`src/rtl/rfft_pkg.sv`:
```
// Shared definitions for the 256-point RFFT working-memory readers/writers.
//   RFFT_WIDTH  : bank word width
//   RFFT_N      : transform length (4 banks of RFFT_N/4 words)
//   RFFT_LOG2N  : log2 of the transform length, i.e. sequence index width
//   NBANK       : number of interleaved banks
//   BANK_AW     : per-bank address width
//   state_t     : unloader FSM encoding
//   bitreverse(): index permutation used for bit-reversed emission order
package rfft_pkg;

  localparam int RFFT_WIDTH = 32;
  localparam int RFFT_N     = 256;
  localparam int RFFT_LOG2N = 8;
  localparam int NBANK      = 4;
  localparam int BANK_AW    = 6;

  typedef enum logic [1:0] {
    ST_IDLE  = 2'd0,
    ST_RUN   = 2'd1,
    ST_DRAIN = 2'd2
  } state_t;

  function automatic logic [RFFT_LOG2N-1:0] bitreverse(input logic [RFFT_LOG2N-1:0] v);
    logic [RFFT_LOG2N-1:0] r;
    for (int i = 0; i < RFFT_LOG2N; i++) r[i] = v[RFFT_LOG2N-1-i];
    return r;
  endfunction

endpackage

```
`src/rtl/rfft_unloader_if.sv`:
```
// Bus bundle of the RFFT unloader: the shared bank read port on one side and
// the valid/ready result stream on the other.
//   master : the unloader (drives bank reads and the stream)
//   slave  : its environment (banks return data, consumer drives ready)
//   rd_en / rd_addr       : bank read request, common to all four banks
//   rd_data0..rd_data3    : bank outputs, one cycle after the request
//   m_data/m_index/m_last : stream beat payload
//   m_valid / m_ready     : stream handshake
interface rfft_unloader_if
  import rfft_pkg::*;
#(
  parameter int WIDTH = RFFT_WIDTH,
  parameter int LOG2N = RFFT_LOG2N,
  parameter int AW    = BANK_AW
);

  logic             rd_en;
  logic [AW-1:0]    rd_addr;
  logic [WIDTH-1:0] rd_data0;
  logic [WIDTH-1:0] rd_data1;
  logic [WIDTH-1:0] rd_data2;
  logic [WIDTH-1:0] rd_data3;

  logic [WIDTH-1:0] m_data;
  logic [LOG2N-1:0] m_index;
  logic             m_valid;
  logic             m_ready;
  logic             m_last;

  modport master (
    output rd_en, rd_addr, m_data, m_index, m_valid, m_last,
    input  rd_data0, rd_data1, rd_data2, rd_data3, m_ready
  );

  modport slave (
    input  rd_en, rd_addr, m_data, m_index, m_valid, m_last,
    output rd_data0, rd_data1, rd_data2, rd_data3, m_ready
  );

endinterface

```
`src/rtl/rfft_skid_fifo.sv`:
```
// Two-entry first-word-fall-through FIFO of {data, index} pairs. Entry 0 is
// always the head, so the head outputs come straight from a register.
//   Clk, Reset_n           : clock, asynchronous active-low reset
//   push, push_data/index  : write request and payload
//   pop                    : consume the head entry
//   head_data, head_index  : current head entry
//   valid                  : head entry present
//   occupancy              : number of stored entries (0..2)
module rfft_skid_fifo #(
  parameter int WIDTH = 32,
  parameter int IDXW  = 8
) (
  input  logic             Clk,
  input  logic             Reset_n,
  input  logic             push,
  input  logic [WIDTH-1:0] push_data,
  input  logic [IDXW-1:0]  push_index,
  input  logic             pop,
  output logic [WIDTH-1:0] head_data,
  output logic [IDXW-1:0]  head_index,
  output logic             valid,
  output logic [1:0]       occupancy
);

  typedef struct packed {
    logic [WIDTH-1:0] data;
    logic [IDXW-1:0]  index;
  } entry_t;

  entry_t     e0, e1;
  entry_t     in_e;
  logic [1:0] occ;
  logic       do_pop;
  logic       do_push;

  assign in_e    = {push_data, push_index};
  // A pop on an empty FIFO is ignored; a push into a full FIFO is only taken
  // when the head leaves in the same cycle, so nothing is ever overwritten.
  assign do_pop  = pop && (occ != 2'd0);
  assign do_push = push && ((occ != 2'd2) || do_pop);

  // NOTE: the two storage entries are reset along with the count because they
  // drive the stream outputs directly, which must read 0 during reset.
  always_ff @(posedge Clk or negedge Reset_n) begin
    if (!Reset_n) begin
      occ <= 2'd0;
      e0  <= '0;
      e1  <= '0;
    end else begin
      case ({do_push, do_pop})
        2'b10: begin
          if (occ == 2'd0) e0 <= in_e;
          else             e1 <= in_e;
          occ <= occ + 2'd1;
        end
        2'b01: begin
          e0  <= e1;
          occ <= occ - 2'd1;
        end
        2'b11: begin
          if (occ == 2'd1) begin
            e0 <= in_e;
          end else begin
            e0 <= e1;
            e1 <= in_e;
          end
        end
        default: ;
      endcase
    end
  end

  assign head_data  = e0.data;
  assign head_index = e0.index;
  assign valid      = (occ != 2'd0);
  assign occupancy  = occ;

endmodule

```
`src/rtl/rfft_unloader.sv`:
```
// Reader side of the 256-point RFFT working memory. On start it reads the four
// interleaved result banks and serialises the N results onto a valid/ready
// stream in natural or bit-reversed order. A 2-entry skid FIFO absorbs the
// one-cycle bank latency and downstream backpressure.
//   Clk, Reset_n : clock, asynchronous active-low reset
//   start        : single-cycle pulse, begin unloading (ignored while busy)
//   busy         : high from start acceptance until the last beat transfers
//   unload_done  : one-cycle pulse after the last beat handshake
//   bus          : bank read port and result stream (master side)
module rfft_unloader
  import rfft_pkg::*;
#(
  parameter int WIDTH  = RFFT_WIDTH,
  parameter int N      = RFFT_N,
  parameter int LOG2N  = RFFT_LOG2N,
  parameter bit BITREV = 1'b1
) (
  input  logic             Clk,
  input  logic             Reset_n,
  input  logic             start,
  output logic             busy,
  output logic             unload_done,
  rfft_unloader_if.master  bus
);

  localparam int               SELW     = $clog2(NBANK);
  localparam logic [LOG2N:0]   K_END    = (LOG2N+1)'(N);
  localparam logic [LOG2N:0]   K_ONE    = (LOG2N+1)'(1);
  localparam logic [LOG2N-1:0] LAST_IDX = LOG2N'(N - 1);

  state_t            state;
  logic [LOG2N:0]    k_rd;        // next sequence number to read; N is terminal
  logic              in_flight;   // a bank read was issued last cycle
  logic [SELW-1:0]   bank_q;      // bank of the in-flight read
  logic [LOG2N-1:0]  k_q;         // sequence number of the in-flight read

  logic [LOG2N-1:0]  k_cur;
  logic [LOG2N-1:0]  j_cur;
  logic              issue;
  logic              pop;
  logic              m_last;
  logic [WIDTH-1:0]  ret_data;

  logic [WIDTH-1:0]  head_data;
  logic [LOG2N-1:0]  head_index;
  logic              head_valid;
  logic [1:0]        occ;

  assign k_cur = k_rd[LOG2N-1:0];
  assign j_cur = BITREV ? bitreverse(k_cur) : k_cur;
  assign pop   = head_valid && bus.m_ready;

  // A read may only be issued if the FIFO can hold its data together with
  // whatever is already stored or on its way, after this cycle's pop.
  assign issue = (state == ST_RUN) && (k_rd < K_END) &&
                 (({1'b0, occ} + {2'b00, in_flight}) < (3'd2 + {2'b00, pop}));

  assign bus.rd_en   = issue;
  assign bus.rd_addr = j_cur[LOG2N-1:SELW];

  // NOTE: every variable assigned here gets a default first so the block
  // stays purely combinational and no latch is inferred.
  always_comb begin
    ret_data = bus.rd_data0;
    case (bank_q)
      2'd1:    ret_data = bus.rd_data1;
      2'd2:    ret_data = bus.rd_data2;
      2'd3:    ret_data = bus.rd_data3;
      default: ;
    endcase
  end

  rfft_skid_fifo #(
    .WIDTH (WIDTH),
    .IDXW  (LOG2N)
  ) u_fifo (
    .Clk        (Clk),
    .Reset_n    (Reset_n),
    .push       (in_flight),
    .push_data  (ret_data),
    .push_index (k_q),
    .pop        (pop),
    .head_data  (head_data),
    .head_index (head_index),
    .valid      (head_valid),
    .occupancy  (occ)
  );

  assign m_last      = head_valid && (head_index == LAST_IDX);
  assign bus.m_data  = head_data;
  assign bus.m_index = head_index;
  assign bus.m_valid = head_valid;
  assign bus.m_last  = m_last;

  // NOTE: all state below updates with non-blocking assignments so every
  // register samples the pre-edge values of the others, independent of order.
  always_ff @(posedge Clk or negedge Reset_n) begin
    if (!Reset_n) begin
      state       <= ST_IDLE;
      k_rd        <= '0;
      in_flight   <= 1'b0;
      bank_q      <= '0;
      k_q         <= '0;
      busy        <= 1'b0;
      unload_done <= 1'b0;
    end else begin
      unload_done <= 1'b0;
      in_flight   <= issue;
      if (issue) begin
        bank_q <= j_cur[SELW-1:0];
        k_q    <= k_cur;
        k_rd   <= k_rd + K_ONE;
      end

      case (state)
        ST_IDLE: begin
          if (start) begin
            state <= ST_RUN;
            k_rd  <= '0;
            busy  <= 1'b1;
          end
        end
        ST_RUN: begin
          if (k_rd == K_END) state <= ST_DRAIN;
        end
        ST_DRAIN: begin
          if (pop && m_last) begin
            state       <= ST_IDLE;
            busy        <= 1'b0;
            unload_done <= 1'b1;
          end
        end
        default: state <= ST_IDLE;
      endcase
    end
  end

endmodule

```
`src/flat_wrapper.sv`:
```
// flat-port wrapper written by rule: the top's interface ports become plain ports
module rfft_unloader_flat import rfft_pkg::*;
#(
  parameter int WIDTH  = RFFT_WIDTH,
  parameter int N      = RFFT_N,
  parameter int LOG2N  = RFFT_LOG2N,
  parameter bit BITREV = 1'b1
)
  (Clk, Reset_n, start, busy, unload_done, bus_rd_en, bus_rd_addr, bus_m_data, bus_m_index, bus_m_valid, bus_m_last, bus_rd_data0, bus_rd_data1, bus_rd_data2, bus_rd_data3, bus_m_ready);
  rfft_unloader_if #(.WIDTH(WIDTH), .LOG2N(LOG2N)) bus_i ();
  input  logic Clk;
  input  logic Reset_n;
  input  logic start;
  output logic busy;
  output logic unload_done;
  output wire logic [$bits(bus_i.rd_en)-1:0] bus_rd_en;
  output wire logic [$bits(bus_i.rd_addr)-1:0] bus_rd_addr;
  output wire logic [$bits(bus_i.m_data)-1:0] bus_m_data;
  output wire logic [$bits(bus_i.m_index)-1:0] bus_m_index;
  output wire logic [$bits(bus_i.m_valid)-1:0] bus_m_valid;
  output wire logic [$bits(bus_i.m_last)-1:0] bus_m_last;
  input wire logic [$bits(bus_i.rd_data0)-1:0] bus_rd_data0;
  input wire logic [$bits(bus_i.rd_data1)-1:0] bus_rd_data1;
  input wire logic [$bits(bus_i.rd_data2)-1:0] bus_rd_data2;
  input wire logic [$bits(bus_i.rd_data3)-1:0] bus_rd_data3;
  input wire logic [$bits(bus_i.m_ready)-1:0] bus_m_ready;
  assign bus_rd_en = bus_i.rd_en;
  assign bus_rd_addr = bus_i.rd_addr;
  assign bus_m_data = bus_i.m_data;
  assign bus_m_index = bus_i.m_index;
  assign bus_m_valid = bus_i.m_valid;
  assign bus_m_last = bus_i.m_last;
  assign bus_i.rd_data0 = bus_rd_data0;
  assign bus_i.rd_data1 = bus_rd_data1;
  assign bus_i.rd_data2 = bus_rd_data2;
  assign bus_i.rd_data3 = bus_rd_data3;
  assign bus_i.m_ready = bus_m_ready;
  rfft_unloader #(.WIDTH(WIDTH), .N(N), .LOG2N(LOG2N), .BITREV(BITREV)) u_core (.Clk(Clk), .Reset_n(Reset_n), .start(start), .busy(busy), .unload_done(unload_done), .bus(bus_i));
endmodule
```
`config.mk`:
```
export PLATFORM = sky130hd
export DESIGN_NAME = rfft_unloader_flat
export DESIGN_NICKNAME = d
export VERILOG_FILES = /design/src/rtl/rfft_pkg.sv /design/src/rtl/rfft_unloader_if.sv /design/src/rtl/rfft_skid_fifo.sv /design/src/rtl/rfft_unloader.sv /design/src/flat_wrapper.sv
export SDC_FILE = /design/constraint.sdc
export NUM_CORES = 1
export LEC_CHECK = 0
export CAP_MARGIN = 40
export CELL_PAD_IN_SITES_DETAIL_PLACEMENT = 0
export CELL_PAD_IN_SITES_GLOBAL_PLACEMENT = 2
export CORE_MARGIN = 5
export CORE_UTILIZATION = 31
export CTS_CLUSTER_SIZE = 40
export DETAILED_ROUTE_END_ITERATION = 8
export HOLD_SLACK_MARGIN = 0.1
export MAX_ROUTING_LAYER = met4
export PLACE_DENSITY_LB_ADDON = 0.12
export SLEW_MARGIN = 40
export SYNTH_ARGS = -nofsm -noshare
export SYNTH_HDL_FRONTEND = slang
export SYNTH_SLANG_ARGS = --single-unit
```
`constraint.sdc`:
```
create_clock -name Clk -period 5.4 [get_ports Clk]
set_input_delay 1.62 -clock Clk [delete_from_list [all_inputs] [get_ports Clk]]
set_output_delay 1.62 -clock Clk [all_outputs]
set_load 0.03 [all_outputs]
```
==> summary.md, run 1 <==
| Metric | Value |
|---|---|
| Outcome | `completed` |
| CP Class | `primary input to primary output` |
| Core box area | `16600 um2` |
| FF-to-FF setup slack | `3000 ps` |
| # IOs | `183` |
| Synth warnings | `0` |
| GRT Util Overall | `16.1%` |
| DR vias | `4200` |
| Layout cells sized above 1 | `18.3%` |
| Starting Density | `31.8%` |
| Final WL | `15.5 mm` |
| H-tree depth | `3` |
| Die height | `141 um` |
| Crit Path Max Fanout | `5` |
| Hold-fix buffers at CTS | `0` |
| Slew @ Worst Pin | `764 ps` |
| DRC violations left | `0` |
| Max Clk Rate | `216 MHz` |
| Worst-skew pair later-pin latency | `350 ps` |
| Full die area | `19800 um2` |
| Clk sinks | `104` |
| Crit-path max cell delay | `580 ps` |
| Number of flops mapped to enable cells by yosys | `0` |
| Syn_area_per_cell | `11.5 um2` |
| CP required | `3780 ps` |
| Net Count, Synth | `599` |
| Crit. End Element | `primary output` |
| Largest net degree at the start of global routing | `42` |
| RePlAce Congestion | `0.797` |
| Synth top area share | `49.2%` |
| Max stage delay cell, worst path | `clkdlybuf4s50_1` |
| PwrDens | `376 nW/um2` |
| Die width | `141 um` |
| Worst path arrival time | `3020 ps` |
| Yosys reg bits | `104` |
| GR Overflow Total | `0` |
| Number of diodes | `0` |
| Final std cell area, no fill | `7650 um2` |
| Most common library cells after synthesis | `dfrtp_1 (104), a21oi_1 (69), nand2_1 (54)` |
| Clk buf depth | `2` |
| Hold Fails Final Rpt | `0` |
| Setup TNS | `0 ps` |
| Crit-path cells | `clkdlybuf4s50_1 -> or3b_1 -> a21oi_4 -> buf_4` |
| Postcts setup bufs | `0` |
| Syn-to-layout area delta | `44.5%` |
| Synth top area cells | `dfrtp_1 (49%), mux4_2 (14%), mux2_2 (9.6%)` |
| Placed insts | `831` |
| WL/cell | `18.3 um` |
| Unrepaired setup endpoints after global routing | `no` |
| Clk slew on worst S/H paths | `70 ps` |
| Post-DP HPWL | `10.6 mm` |
| Post-route antenna net violation count | `0` |
| Post-cts gate resize count | `0` |
| Relative slew margins | `48.9%` |
| Pre-CTS setup slack | `765 ps` |
| Initial DRC Count | `233` |
| MaxCap Viol Count | `0` |
| TritonRoute pass-1 iters | `5` |
| Static leakage | `3.24 nW` |
| Endpoints failing setup | `0` |
| Nets | `761` |
| Peak VDD IR | `0.149 mV` |
| Startpoint type of the worst setup path | `primary input` |
| FFs w/ async S/R, synth | `100%` |
| Number of global-route vias before repair | `4415` |
| Count leader, synth | `dfrtp_1` |
| Final Max Slew Viols | `0` |
| TritonCTS clock tree | `yes` |
| Row cnt | `47` |
| Root buffer cell | `clkbuf_16` |
| Period Utilization, post-route | `85.8%` |
| WHS | `494 ps` |
| DR vias/cell | `4.96` |
| I/O Buffers | `182` |
| Worst hold-check path type | `register to register` |
| Dpl cell area | `7300 um2` |
| Synth Instances | `460` |
| Clock Skew | `9.25 ps` |
| Fin crit period | `4640 ps` |
| Final worst setup slack | `765 ps` |
| Cell variety after synth | `37` |
| Main synth FF type | `dfrtp_1` |
| First-pass GRT wire length | `24.4 mm` |
| Seq/Total Area, Yosys | `49.2%` |
| Leading area contributor after synthesis | `dfrtp_1` |
| Post-Syn Area | `5290 um2` |
| Final non-filler cell total | `847` |
| Total CTS buffers | `9` |
| Initial antenna violation count | `0` |
==> worst paths after layout <==
| path | cells past startpoint | from | endpoint |
|---|---|---|---|
| max reg2reg | 7 | u_core.u_fifo.occupancy[0] | u_core.u_fifo.head_data[21] |
| min in group asynchronous | 1 | Reset_n | u_core.u_fifo.e1[25] |
| min | 1 | u_core.bank_q[0] | u_core.bank_q[0] |
| min reg2reg | 1 | u_core.bank_q[0] | u_core.bank_q[0] |
| max | 4 | bus_m_ready | bus_rd_en |
| max in group asynchronous | 2 | Reset_n | u_core.u_fifo.e1[9] |
==> placed cells by master, fill, tap and decap left out, drive strengths merged, types with 2 or more instances in the layout <==
cell,count
buf,9
a22oi,8
inv,8
nand4,6
clkdlybuf4s50,180
bufinv,3
mux2,48
nand2b,4
mux4,32
nand3,10
clkinv,3
and2,2
a21oi,70
ha,7
nand2,54
dfrtp,104
nor2,46
mux2i,6
clkbuf,9
xnor2,3
==> per-layer routing <==
metal,track usage (%),vias to the layer above,wire length [um]
met2,25.0,130,7460
met1,21.4,2081,7040
met3,3.25,12,799
li1,-,1977,-
met5,-,-,0
met4,4.69,0,184
==> where the power goes <==
part / switching [mW] / internal (mW) / total (mW) / leakage [nW]
Sequential: 0.0806 / 0.926 / 1.01 / 1.30
Clock: 0.298 / 0.454 / 0.752 / 0.166
Combinational: 0.659 / 0.455 / 1.11 / 1.77
Total: 1.04 / 1.83 / 2.87 / 3.24
==> cell type report <==
cell class / instances / area (um2)
multi-input combinational: 310 / 2520
sequential: 104 / 2610
clock buffer: 9 / 225
fill: 1530 / 8990
inverter: 8 / 30.0
clock inverter: 7 / 120
tap: 220 / 275
timing repair buffer: 189 / 1870
==> sequential cells by signal, summed over array words and instances, names as in the netlist <==
| name | flops |
|---|---|
| u_core.u_fifo.head_data | 32 |
| u_core.k_rd | 9 |
| u_core.k_q | 7 |
| u_core.unload_done | 1 |
| u_core.u_fifo.occupancy | 2 |
| u_core.bank_q | 1 |
| u_core.in_flight | 1 |
| u_core.u_fifo.e1 | 40 |
| u_core.busy | 1 |
| u_core.u_fifo.head_index | 8 |
| u_core.state | 2 |
==> logic make-up (layout without fill, tap and decap cells) <==
kind of cell / Yosys count / in the layout / share of synthesized area [%]
simple gates: 130 / 130 / 10.8
flops: 104 / 104 / 49.2
mux: 86 / 86 / 25.0
compound gates: 84 / 84 / 8.94
buf+inv: 46 / 213 / 3.95
fa+ha+maj: 7 / 7 / 1.65
xor+xnor: 3 / 3 / 0.497
==> worst max-delay path, delay by kind of cell <==
kind	cells	cell delay, ps
buf+inv	2	750
simple gates	1	450
compound gates	1	180
==> per-stage QoR <==
stage	utilization [%]	total power [mW]
after floorplan	-	1.63
after global placement	43.8	2.14
after detailed placement	43.9	2.15
after CTS	46.0	2.92
after global routing	46.0	3.03
final	46.0	2.87
No activity file was read; power rests on OpenSTA's default activity.
==> run 2: changes to the inputs <==
Settings changed: CORE_MARGIN 5 to 2, CTS_CLUSTER_SIZE 40 to 12.
==> summary.md, run 2 (synthesized netlist as in run 1, its figures left out) <==
| Metric | Value |
|---|---|
| Unrepaired setup endpoints after global routing | `no` |
| Hold Fails Final Rpt | `0 (unchanged)` |
| Max Clk Rate | `216 MHz (about the same)` |
| Die width | `135 um (-4.3%)` |
| Pre-CTS setup slack | `768 ps (+2.99 ps)` |
| First-pass GRT wire length | `24.5 mm (+0.59%)` |
| Relative slew margins | `58.2% (+9.3 points)` |
| # IOs | `183 (unchanged)` |
| TritonCTS clock tree | `yes` |
| Endpoints failing setup | `0 (unchanged)` |
| Slew @ Worst Pin | `627 ps (-137 ps)` |
| Top reg by flops | `u_core.u_fifo.e1` |
| Hold-fix buffers at CTS | `0 (unchanged)` |
| DR vias | `4307 (+2.5%)` |
| Worst-skew pair later-pin latency | `350 ps (about the same)` |
| I/O Buffers | `182 (unchanged)` |
| RePlAce Congestion | `0.734 (-7.9%)` |
| H-tree depth | `3 (unchanged)` |
| Worst hold-check path type | `register to register` |
| Crit. End Element | `primary output` |
| CP required | `3780 ps (about the same)` |
| Crit Path Max Fanout | `5 (unchanged)` |
| Clock Skew | `6.23 ps (-3.01 ps)` |
| Final Max Slew Viols | `0 (unchanged)` |
| Leading cell type in the layout, fill and taps excluded | `clkdlybuf4s50_1` |
| Number of diodes | `0 (unchanged)` |
| Nets | `764 (+0.39%)` |
| Fin util | `45.9% (about the same)` |
| Worst path arrival time | `3010 ps (about the same)` |
| Setup TNS | `0 ps (unchanged)` |
| GRT Util Overall | `17.8% (+1.8 points)` |
| Number of global-route vias before repair | `4599 (+4.2%)` |
| WHS | `501 ps (+6.90 ps)` |
| Row cnt | `47 (unchanged)` |
| Post-route antenna net violation count | `0 (unchanged)` |
| Clk slew on worst S/H paths | `70 ps (about the same)` |
| Full die area | `18100 um2 (-8.3%)` |
| Total CTS buffers | `9 (unchanged)` |
| Startpoint type of the worst setup path | `primary input` |
| Initial antenna violation count | `0 (unchanged)` |
| Post-DP HPWL | `10.7 mm (+0.82%)` |
| WL/cell | `18.1 um (-0.79%)` |
| GR Overflow Total | `0 (unchanged)` |
| Max FFs per register | `40 (unchanged)` |
| DR vias/cell | `5.07 (+2.2%)` |
| Final worst setup slack | `767 ps (+2.62 ps)` |
| Post-cts gate resize count | `0 (unchanged)` |
| Core box area | `16600 um2 (unchanged)` |
| DRC violations left | `0 (unchanged)` |
| Clk sinks | `104 (unchanged)` |
| Clk buf depth | `2 (unchanged)` |
| CP Class | `primary input to primary output` |
| Largest net degree at the start of global routing | `65 (+55%)` |
| MaxCap Viol Count | `0 (unchanged)` |
| Syn-to-layout area delta | `44.4% (about the same)` |
| Period Utilization, post-route | `85.8% (about the same)` |
| TritonRoute pass-1 iters | `4 (-1)` |
| Peak VDD IR | `0.156 mV (+4.7%)` |
| Static leakage | `3.24 nW (about the same)` |
| Postcts setup bufs | `0 (unchanged)` |
| Fin crit period | `4630 ps (-2.62 ps)` |
| PwrDens | `367 nW/um2 (-2.3%)` |
| Root buffer cell | `clkbuf_16` |
| Starting Density | `31.8% (unchanged)` |
| Die height | `135 um (-4.3%)` |
| Layout cells sized above 1 | `18.7% (+0.39 points)` |
| Outcome | `completed` |
| Initial DRC Count | `182 (-22%)` |
| Most frequent cells in the layout | `clkdlybuf4s50_1 (180), dfrtp_1 (102), a21oi_1 (68)` |
| Final WL | `15.4 mm (-0.44%)` |
[run 2: changes by cell type in the layout (fill, tap and decap cells not counted), sizes merged]
| cell | delta |
|---|---|
| clkinvlp | +1 |
| buf | +3 |
| clkinv | +1 |
| bufinv | -2 |
[run 2: metal layers]
metal	wire, um	vias to the layer above	global-route usage [%]
li1	-	1973	-
met1	6530	2187	21.6
met2	7710	131	30.1
met3	955	16	3.60
met4	217	0	5.50
met5	0	-	-
[run 2: area by class of cell]
cell class | count | area, um2
clock inverter | 7 | 72.6
multi-input combinational | 310 | 2510
tap | 220 | 275
fill | 1540 | 9000
timing repair buffer | 192 | 1920
clock buffer | 9 | 225
inverter | 8 | 30.0
sequential | 104 | 2610
[run 2: final timing paths]
| kind | start | endpoint | slack, ps | cells past startpoint |
|---|---|---|---|---|
| max | bus_m_ready | bus_rd_en | 770 | 4 |
| max reg2reg | u_core.in_flight | u_core.k_q[6] | 3030 | 6 |
| min in group asynchronous | Reset_n | u_core.u_fifo.head_data[17] | 1240 | 1 |
| min reg2reg | u_core.u_fifo.e1[1] | u_core.u_fifo.head_index[1] | 500 | 2 |
| max in group asynchronous | Reset_n | u_core.u_fifo.e1[20] | 3160 | 2 |
| min | u_core.u_fifo.e1[1] | u_core.u_fifo.head_index[1] | 500 | 2 |
[run 2: critical path, cell delays in order]
cell and delay (ps):
clkdlybuf4s50_1 580, or3b_1 460, a21oi_4 180, buf_4 170
[run 2: per-stage QoR]
step	total power [mW]	cells	area (um2)
2_1_floorplan	1.63	460	5290
3_3_place_gp	2.14	833	7310
3_5_place_dp	2.17	833	7320
4_1_cts	2.83	849	7610
5_1_grt	2.97	850	7640
6_report	2.80	850	7640
[run 2: where the power goes]
part	switching (mW)	internal, mW
logic	0.661	0.472
clock network	0.302	0.360
registers	0.0843	0.926
total	1.05	1.76
==> run 3: changes to the inputs <==
Settings changed: CORE_ASPECT_RATIO set to 0.7.
==> summary.md, run 3 (synthesized netlist as in run 1, its figures left out) <==
| Metric | Value |
|---|---|
| WL/cell | `17.8 um (-2.1%)` |
| DRC violations left | `0 (unchanged)` |
| Post-DP HPWL | `10.5 mm (-2.4%)` |
| Max FFs per register | `40 (unchanged)` |
| Relative slew margins | `54.8% (-3.4 points)` |
| Crit-path cells | `clkdlybuf4s50_1 -> or3b_1 -> a21oi_4 -> buf_4` |
| Period Utilization, post-route | `86.7% (+0.94 points)` |
| R2R Path Start | `u_core.u_fifo.occupancy[0]` |
| Final worst setup slack | `716 ps (-50.9 ps)` |
| Leading cell type in the layout, fill and taps excluded | `clkdlybuf4s50_1` |
| Max stage delay cell, worst path | `clkdlybuf4s50_1` |
| Min-Delay Startpoint | `u_core.busy` |
| Peak VDD IR | `0.173 mV (+11%)` |
| TritonCTS clock tree | `yes` |
| Worst-skew pair later-pin latency | `350 ps (about the same)` |
| Final WL | `15.2 mm (-1.7%)` |
| Clk buf depth | `2 (unchanged)` |
| Clock Skew | `10.6 ps (+4.40 ps)` |
| Fin util | `46.4% (+0.50 points)` |
| FF-to-FF setup slack | `2840 ps (-190 ps)` |
| Post-cts gate resize count | `0 (unchanged)` |
| Top reg by flops | `u_core.u_fifo.e1` |
| Pre-CTS setup slack | `725 ps (-42.2 ps)` |
| # IOs | `183 (unchanged)` |
| GRT Util Overall | `17.6% (-0.29 points)` |
| Total CTS buffers | `9 (unchanged)` |
| Sequential Area | `2610 um2 (unchanged)` |
| Die height | `113 um (-16%)` |
| Die width | `160 um (+19%)` |
| Outcome | `completed` |
| DR vias/cell | `4.94 (-2.5%)` |
| Setup TNS | `0 ps (unchanged)` |
| Number of global-route vias before repair | `4395 (-4.4%)` |
| Root buffer cell | `clkbuf_16` |
| Fin crit period | `4680 ps (+50.9 ps)` |
| MaxCap Viol Count | `0 (unchanged)` |
| Post-route antenna net violation count | `0 (unchanged)` |
| Nets | `761 (-0.39%)` |
| Final Max Slew Viols | `0 (unchanged)` |
| R2R cell count | `7 (+1)` |
| Crit Path Max Fanout | `5 (unchanged)` |
| Initial antenna violation count | `1 (+1)` |
| CP Class | `primary input to primary output` |
| TritonRoute pass-1 iters | `7 (+3)` |
| Core box area | `16500 um2 (-0.89%)` |
| Slew @ Worst Pin | `676 ps (+49.3 ps)` |
| Syn-to-layout area delta | `44.6%` |
| DR vias | `4212 (-2.2%)` |
| Static leakage | `3.23 nW (-0.15%)` |
| Max Clk Rate | `214 MHz (-1.1%)` |
| Endpoints failing setup | `0 (unchanged)` |
| Hold-fix buffers at CTS | `0 (unchanged)` |
| GR Overflow Total | `0 (unchanged)` |
| Worst path arrival time | `3060 ps (+50 ps)` |
| H-tree depth | `3 (unchanged)` |
| Largest net degree at the start of global routing | `84 (+29%)` |
| Clk sinks | `104 (unchanged)` |
| I/O Buffers | `182 (unchanged)` |
| Worst hold-check path type | `register to register` |
| PwrDens | `364 nW/um2 (-0.72%)` |
| Hold Fails Final Rpt | `0 (unchanged)` |
| Hold path depth | `2 (unchanged)` |
| Startpoint type of the worst setup path | `primary input` |
| Area of the multi-input gates | `2530 um2 (+0.50%)` |
| Clk slew on worst S/H paths | `70 ps (about the same)` |
| Crit-path max cell delay | `590 ps (about the same)` |
| RePlAce Congestion | `0.758 (+3.3%)` |
| CP required | `3780 ps (about the same)` |
| Crit. End Element | `primary output` |
| Unrepaired setup endpoints after global routing | `no` |
| Fillers | `1546 (+0.39%)` |
| Worst hold endpoint | `u_core.busy` |
| Row cnt | `39 (-17%)` |
| Full die area | `18200 um2 (about the same)` |
| First-pass GRT wire length | `24.1 mm (-1.8%)` |
| Starting Density | `32.1% (+0.29 points)` |
| Initial DRC Count | `148 (-19%)` |
| Postcts setup bufs | `0 (unchanged)` |
| Most frequent cells in the layout | `clkdlybuf4s50_1 (180), dfrtp_1 (102), a21oi_1 (68)` |
| Reg-to-Reg End | `u_core.u_fifo.head_data[30]` |
| Layout cells sized above 1 | `18.5% (-0.23 points)` |
==> run 3: changes by cell type in the layout (fill, tap and decap cells not counted), moves of 2 or more <==
cell / previous run / this run
buf_4: 10 / 7
clkinv_8: 0 / 3
nand2_4: 0 / 2
clkinv_2: 2 / 0
==> run 3: worst max path at each step <==
stage                      startpoint        end  cells past startpoint
after floorplan           bus_m_ready  bus_rd_en                      3
after global placement    bus_m_ready  bus_rd_en                      4
after detailed placement  bus_m_ready  bus_rd_en                      4
after CTS                 bus_m_ready  bus_rd_en                      4
after global routing      bus_m_ready  bus_rd_en                      4
final                     bus_m_ready  bus_rd_en                      4
==> run 3: power breakdown <==
| part | internal (mW) | leakage (nW) | switching (mW) | total [mW] |
|---|---|---|---|---|
| registers | 0.926 | 1.30 | 0.0850 | 1.01 |
| clock network | 0.331 | 0.146 | 0.329 | 0.659 |
| logic | 0.453 | 1.78 | 0.666 | 1.12 |
==> run 3: layer usage <==
| metal | track usage (%) | vias to the layer above | wire length, um |
|---|---|---|---|
| met3 | 4.55 | 10 | 1020 |
| met1 | 23.2 | 2106 | 6820 |
| met4 | 2.88 | 0 | 103 |
| met5 | - | - | 0 |
| met2 | 27.9 | 127 | 7210 |
| li1 | - | 1969 | - |
==> run 3: final cells by class <==
type / instances / share of cell area [%]
clock inverter: 7 / 1.11
multi-input combinational: 310 / 33.0
tap: 225 / 3.68
sequential: 104 / 34.1
antenna: 1 / 0.0327
clock buffer: 9 / 2.94
inverter: 8 / 0.392
timing repair buffer: 189 / 24.8
==> run 3: per-stage QoR <==
step	total power [mW]	hold slack [ps]	area, um2	std cells
2_1_floorplan	1.63	471	5290	460
3_3_place_gp	2.14	478	7290	835
3_5_place_dp	2.16	491	7310	835
4_1_cts	2.84	499	7620	851
5_1_grt	2.96	518	7650	853
6_report	2.79	499	7650	853
==> run 3: critical path: cells and delay by family <==
| kind | cells | cell delay [ps] |
|---|---|---|
| buffers and inverters | 2 | 770 |
| and+or+nand+nor | 1 | 460 |
| AOI/OAI and AO/OA | 1 | 210 |
